<file path="src/rtl/pixel_word_fifo.sv">
// pixel_word_fifo: packs 8-bit pixel bytes into 32-bit words and buffers
// them for the APB read path. Status flags and the read port are registered.
// A frame_end flushes a partial word out, zero-padded in the higher lanes.
module pixel_word_fifo #(
    parameter int DEPTH_WORDS  = 64,
    parameter int ADDR_WIDTH   = 6,
    parameter int AFULL_THRESH = 48
) (
    input  logic                  clk,
    input  logic                  reset,
    input  logic                  flush,
    input  logic                  wr_en,
    input  logic [7:0]            wr_data,
    input  logic                  frame_end,
    input  logic                  rd_en,
    output logic [31:0]           rd_data,
    output logic                  rd_valid,
    output logic                  empty,
    output logic                  afull,
    output logic                  full,
    output logic                  overflow,
    output logic [ADDR_WIDTH:0]   word_count
);

    localparam int CW = ADDR_WIDTH + 1;

    // Word storage: simple dual-port, written by the packer, read into rd_data_q
    logic [31:0]           ram_q [DEPTH_WORDS];

    logic [ADDR_WIDTH-1:0] wr_ptr_q, wr_ptr_d;
    logic [ADDR_WIDTH-1:0] rd_ptr_q, rd_ptr_d;
    logic [CW-1:0]         count_q, count_d;
    logic [1:0]            lane_q, lane_d;
    logic [31:0]           pack_q, pack_d;
    logic [31:0]           rd_data_q, rd_data_d;
    logic                  rd_valid_q, rd_valid_d;
    logic                  empty_q, empty_d;
    logic                  afull_q, afull_d;
    logic                  full_q, full_d;
    logic                  overflow_q, overflow_d;

    logic                  is_full, is_empty;
    logic [31:0]           pack_byte;
    logic                  push_req, push_acc, pop_acc, ovf_set, ram_we;
    logic [31:0]           push_word;

    // Packer, push/pop arbitration and next-state for all registers
    always_comb begin
        is_full    = (count_q == CW'(DEPTH_WORDS));
        is_empty   = (count_q == '0);

        // Current packer with the incoming byte dropped into its lane; lanes
        // above it are still zero because the packer is cleared on every push.
        pack_byte  = pack_q;
        pack_byte[{lane_q, 3'b000} +: 8] = wr_data;

        lane_d     = lane_q;
        pack_d     = pack_q;
        push_req   = 1'b0;
        push_word  = pack_q;
        ovf_set    = 1'b0;

        if (wr_en) begin
            if (is_full) begin
                // Byte is lost; the partial word stays as it was.
                ovf_set = 1'b1;
            end else if (lane_q == 2'd3 || frame_end) begin
                push_req  = 1'b1;
                push_word = pack_byte;
                lane_d    = 2'd0;
                pack_d    = '0;
            end else begin
                lane_d = lane_q + 2'd1;
                pack_d = pack_byte;
            end
        end else if (frame_end && lane_q != 2'd0) begin
            // Pad push of a partial word; if there is no room it is discarded.
            push_req  = 1'b1;
            push_word = pack_q;
            lane_d    = 2'd0;
            pack_d    = '0;
            ovf_set   = is_full;
        end

        // Fullness is judged at the start of the cycle, so a same-cycle pop
        // never makes room for a push.
        push_acc   = push_req && !is_full;
        pop_acc    = rd_en && !is_empty;

        wr_ptr_d   = wr_ptr_q + ADDR_WIDTH'(push_acc);
        rd_ptr_d   = rd_ptr_q + ADDR_WIDTH'(pop_acc);
        count_d    = count_q + CW'(push_acc) - CW'(pop_acc);

        rd_data_d  = pop_acc ? ram_q[rd_ptr_q] : rd_data_q;
        rd_valid_d = pop_acc;
        overflow_d = overflow_q | ovf_set;
        ram_we     = push_acc;

        // flush wins over every other request; rd_data is left untouched.
        if (flush) begin
            wr_ptr_d   = '0;
            rd_ptr_d   = '0;
            count_d    = '0;
            lane_d     = 2'd0;
            pack_d     = '0;
            rd_data_d  = rd_data_q;
            rd_valid_d = 1'b0;
            overflow_d = 1'b0;
            ram_we     = 1'b0;
        end

        // Flags follow the updated count so they track this edge's push/pop.
        empty_d    = (count_d == '0);
        afull_d    = (count_d >= CW'(AFULL_THRESH));
        full_d     = (count_d == CW'(DEPTH_WORDS));
    end

    // Control and status registers with synchronous active-low reset
    always_ff @(posedge clk) begin
        if (!reset) begin
            wr_ptr_q   <= '0;
            rd_ptr_q   <= '0;
            count_q    <= '0;
            lane_q     <= 2'd0;
            pack_q     <= '0;
            rd_data_q  <= '0;
            rd_valid_q <= 1'b0;
            empty_q    <= 1'b1;
            afull_q    <= 1'b0;
            full_q     <= 1'b0;
            overflow_q <= 1'b0;
        end else begin
            wr_ptr_q   <= wr_ptr_d;
            rd_ptr_q   <= rd_ptr_d;
            count_q    <= count_d;
            lane_q     <= lane_d;
            pack_q     <= pack_d;
            rd_data_q  <= rd_data_d;
            rd_valid_q <= rd_valid_d;
            empty_q    <= empty_d;
            afull_q    <= afull_d;
            full_q     <= full_d;
            overflow_q <= overflow_d;
        end
    end

    // RAM write port; contents need no reset since pointers gate all reads
    always_ff @(posedge clk) begin
        if (reset && ram_we) begin
            ram_q[wr_ptr_q] <= push_word;
        end
    end

    assign rd_data    = rd_data_q;
    assign rd_valid   = rd_valid_q;
    assign empty      = empty_q;
    assign afull      = afull_q;
    assign full       = full_q;
    assign overflow   = overflow_q;
    assign word_count = count_q;

endmodule
</file>
<file path="config.mk">
export PLATFORM = sky130hd
export DESIGN_NAME = pixel_word_fifo
export DESIGN_NICKNAME = d
export VERILOG_FILES = /design/src/rtl/pixel_word_fifo.sv
export SDC_FILE = /design/constraint.sdc
export NUM_CORES = 2
export LEC_CHECK = 0
export CAP_MARGIN = 40
export CORE_ASPECT_RATIO = 1.1
export CORE_MARGIN = 2
export CORE_UTILIZATION = 41
export DETAILED_ROUTE_END_ITERATION = 6
export PLACE_DENSITY = 0.53
export RECOVER_POWER = 25
export SETUP_SLACK_MARGIN = 0.1
export SKIP_CTS_REPAIR_TIMING = 1
export SYNTH_ARGS = -nofsm -noshare
export SYNTH_HDL_FRONTEND = slang
export SYNTH_SLANG_ARGS = --single-unit
</file>
<file path="constraint.sdc">
create_clock -name clk -period 7.9 [get_ports clk]
set_input_delay 1.58 -clock clk [delete_from_list [all_inputs] [get_ports clk]]
set_output_delay 1.58 -clock clk [all_outputs]
set_load 0.01 [all_outputs]
</file>
; ---- Yosys cells after proc, flatten, opt, wreduce, memory -nomap -nowiden
; Memories as Yosys holds them, arrays and structs flattened. A register that Yosys moved wholly into a read port is not among the register bits.
; Index checks and enable logic that the tools add are counted.
[word_totals]
ff_bits = 58
ram_bits = 2048
in_bits = 14
wordCells = 65
memories = 1
[mem_list]
columns = memory, depth, width, read_ports, rd_clocked_by_memory_dff, write_ports, line_no
row1 = ram_q, 64, 32, 1, 1, 1, 28  ; logic [31:0] ram_q [DEPTH_WORDS];
[classes]
addsub = 6
order_cmp = 1
n_eq_ne = 4
shifts = 2
n_mux = 23
n_bitwise = 3
reduce_logical = 15
[ops]
columns = cell, n
row1 = $mux W32, 7
row2 = $bwmux W32, 1
row3 = $shift A8 B7 Y32 const A, 1
row4 = $shiftx A8 B7 Y32, 1
row5 = $eq A7 B7 Y1 const B, 2
row6 = $logic_not A7 Y1, 2
row7 = $add A6 B1 Y6, 2
row8 = $mux W1, 10
row9 = $mux W2, 4
row10 = $add A7 B1 Y7, 1
row11 = $ge A7 B6 Y1 const B, 1
row12 = $mux W7, 1
row13 = $neg A5 Y7, 1
row14 = $sub A7 B1 Y7, 1
row15 = $logic_and A1 B1 Y1, 4
row16 = $reduce_and A2 Y1, 2
row17 = $reduce_bool A2 Y1, 2
row18 = $logic_not A1 Y1, 3
row19 = $add A2 B1 Y2 const B, 1
row20 = $eq A2 B2 Y1 const B, 1
row21 = $ne A2 B2 Y1 const B, 1
row22 = $not A1 Y1, 2
row23 = $reduce_or A2 Y1, 1
row24 = $logic_or A1 B1 Y1, 1
row25 = $or A1 B1 Y1, 1

; ---- Depth between registers and ports, before layout
[depth]
depth_word = 10
mapped_depth = 15

; ---- Worst setup path after synthesis
; OpenSTA, ideal clock, no wires.
[synth_timing]
path_type = input -> register
from = in flush
to = mem ram_q[63][0] (enable)
t_arrival_ns = 4.475
required_ns = 7.439
path_slack_ns = 2.964
cell_stages = 5
n_path_buf = 2
cell_sequence = clkbuf_1 -> inv_1 -> nand2_1 -> clkbuf_1 -> nor3_1
[synth_via]
elab_chain_cells = 4
[synth_lines]
columns = element, line_no
row1 = from (decl), 11  ; input logic flush,
row2 = $mux W1, 100  ; if (flush) begin
row3 = $logic_and A1 B1 Y1, 149  ; if (reset && ram_we) begin
row4 = $mux W1, 149
row5 = $mux W1 (implied by the code), 150  ; ram_q[wr_ptr_q] <= push_word;
row6 = to (decl), 28
; No other way between the ends.

; ---- Worst setup path in the final report
[layout_timing]
from = in wr_en
to = mem ram_q[58][27] (enable)
[layout_via]
elab_chain_cells = 6
[layout_lines]
columns = element, line_no
row1 = from (decl), 12  ; input logic wr_en,
row2 = $mux W1, 63  ; if (wr_en) begin
row3 = $logic_and A1 B1 Y1, 87  ; push_acc = push_req && !is_full;
row4 = $mux W1, 100
row5 = $logic_and A1 B1 Y1, 149
row6 = $mux W1, 149
row7 = $mux W1 (implied by the code), 150
; No other way between the ends.

==> metrics <==
Final min period 5450 ps; H-tree depth 4; most frequent CP cell clkbuf_1; CP Data Arrival Time 5890 ps; hold_ws 499 ps; period utilization 69.0%; routability cong. 0.796; critical path's slowest cell clkbuf_1; Seq/Total Area, Yosys 77.2%; Setup crit start wr_en; clock skew 36.5 ps; CTS Sinks 2138; grt total ovfl 0; antenna viol nets, final 0; DIE WIDTH 430 microns; Detailed Route WL 221000 microns; nets@finish 4159; HPWL after DPL 132000 microns; number of vias per cell 5.81; synth warn 0; Rel. slew slack -78.1%; ys async rst share 0%; Die Ht 473 microns; ratio of cells with drive above 1 in the final layout 22.1%; clock-pin slew on the worst setup and hold paths 60 ps; Yosys top cell area share 75.0%; Port Buffers 57; clock tree buffer depth 3; cells after synthesis 3919; Synth Area in Simple Gates 2.18%; GR Layer Usage met1 30.0%; iteration-0 DRC count of the detailed router 4606; Starting Density 41.2%; Synth Area in Compound Gates 4.03%; total CTS buffers 214; P&R area growth vs syn 13.9%; later-pin clock latency in the skew report 850 ps; pwr dens 256 nW/um^2; initial antenna violation count 23; Seq cells post-synth 2138; number of enable-type register cells in the synthesized netlist 2048; RSZ-0062 raised after global routing no; most instantiated cells after synthesis 2048 x edfxtp_1, 452 x mux4_2, 199 x nor2_1; row count 172; Die ar. 204000 sq um; Synth cell types 57; Worst-Margin Slew 2670 ps; R2R Setup Slk 2920 ps; CTS tree built; CP Capture Type register; grt met3 use 4.63%; routed vias 40300; Synth Area in XOR/XNOR 0.107%; Slew Limit Fails 979; setup tns final 0 ps; layer with the highest usage met2; max-cap violations 45; top post-synthesis cells by area edfxtp_1 75%, mux4_2 12%, dfxtp_1 2.2%; Power, Total 23900 uW; number of global-route vias before repair 40300; WL/cell 31.9 microns; most common cell in the netlist edfxtp_1; drt drc 0; Max Fclk 0.183 GHz; Synth Area in Adders 0.284%; area of the core 199000 sq um; Total GRT Usage 21.6%; Post-Syn Area per Cell 20.9 sq um; critical path startpoint category input pin; final hold viol count 0; Hold Path Origin pack_q[17]; largest net degree at the start of global routing 80; post-synthesis mux area share 14.6%; Worst Path Required 8330 ps; Max stage delay on crit path 1260 ps; post-route setup slack 2450 ps; Initial DRT Pass Iterations 6; failing checks max-capacitance violations, max-slew violations; final setup violating endpoints 0; critical-path maximum fanout 22; largest family of logic cells by synthesized area multiplexers; synthesized area 82000 sq um; pre-CTS setup slack 2940 ps; crit-path cells dlygate4sd3_1 -> a21o_1 -> o221a_1 -> and3_1 -> nand2_1 -> clkbuf_1 -> nor2_1 -> clkbuf_1; met2 global-route usage 34.8%; status complete, but fails checks; Synth area leader edfxtp_1; dominant synthesized flop cell edfxtp_1; leakage 0.0313 uW; Peak VDD IR 0.000181 V; Synthesized Nets 3951; CTS root buffer clkbuf_16; Worst R2R Start lane_q[0]; num ports 58; hold crit path type reg -> reg; critical setup path kind in -> reg; first-pass GRT wire length 311000 microns
[per-stage QoR]
step / utilization (%) / cells / cell area (sq um)
after floorplan: - / 3919 / 82000
after global placement: 43.3 / 6485 / 86400
after detailed placement: 43.7 / 6521 / 87100
after CTS: 47.1 / 6920 / 93900
after global routing: 46.9 / 6922 / 93400
final: 46.9 / 6924 / 93400
[cells by family after synthesis]
family	count (synthesis)
XOR/XNOR	10
AO/OA/AOI/OAI	454
buffers and inverters	246
multiplexers	633
adder cells (fa/ha/maj)	18
flip-flops	2138
AND/OR/NAND/NOR	420
[critical path, delay by kind of cell]
kind / cells / cell delay, ps
AO/OA/AOI/OAI: 2 / 530
AND/OR/NAND/NOR: 3 / 1450
buffers and inverters: 3 / 2300
[flip-flops by register name, indices dropped and copies added, names as in the netlist]
| signal | cells |
|---|---|
| afull | 1 |
| empty | 1 |
| full | 1 |
| lane_q | 2 |
| overflow | 1 |
| pack_q | 32 |
| ram_q | 2048 |
| rd_data | 32 |
| rd_ptr_q | 6 |
| rd_valid | 1 |
| word_count | 7 |
| wr_ptr_q | 6 |
[routing by layer]
layer	part of all wire, %	vias to the layer above
met3	7.4	263
met1	42	21700
met4	2.1	8
met2	49	1416
li1	-	16800
met5	0.023	-
[layout make-up]
class | count | area (sq um)
Antenna cell | 4 | 10.0
Clock buffer | 305 | 5940
Sequential cell | 2138 | 63300
Clock inverter | 94 | 876
Fill cell | 16600 | 106000
Multi-Input combinational cell | 1535 | 17800
Inverter | 21 | 81.3
Timing Repair Buffer | 217 | 2100
Tap cell | 2610 | 3270
[power breakdown]
| group | switching (uW) | internal [uW] | total, uW | leakage [uW] |
|---|---|---|---|---|
| Clock | 4230 | 5710 | 9940 | 0.00334 |
| Combinational | 890 | 631 | 1520 | 0.00560 |
| Sequential | 73.5 | 12400 | 12400 | 0.0224 |
[placed cells by master, fill, tap and decap left out, types with 12 or more instances in the layout]
master	synthesis	routed
dlygate4sd3_1	0	18
clkbuf_16	0	220
clkdlybuf4s50_1	0	39
a22o_4	0	14
clkbuf_1	84	103
inv_1	20	20
dfxtp_1	90	85
edfxtp_1	2048	2048
nand2_1	119	118
nor2_4	0	24
mux2i_1	173	173
o221ai_1	32	32
a22o_1	48	16
buf_4	33	93
a22o_2	0	18
buf_16	0	14
a221o_1	12	12
buf_12	0	12
a21oi_1	78	77
mux4_2	452	452
clkinv_1	0	38
a211oi_1	45	45
nor2_1	199	175
bufinv_16	0	15
ha_1	17	17
nand3_1	36	35
clkinv_2	0	30
a22oi_1	87	87
o22ai_1	38	38
o21ai_0	23	24
[worst paths after layout]
check	endpoint	cells after the start
worst max register to register	ram_q[58][27]	9
worst min register to register	pack_q[17]	2
worst max-delay path	ram_q[58][27]	8
worst min-delay path	pack_q[17]	2
Note: power is estimated with default switching activity, not from simulation.
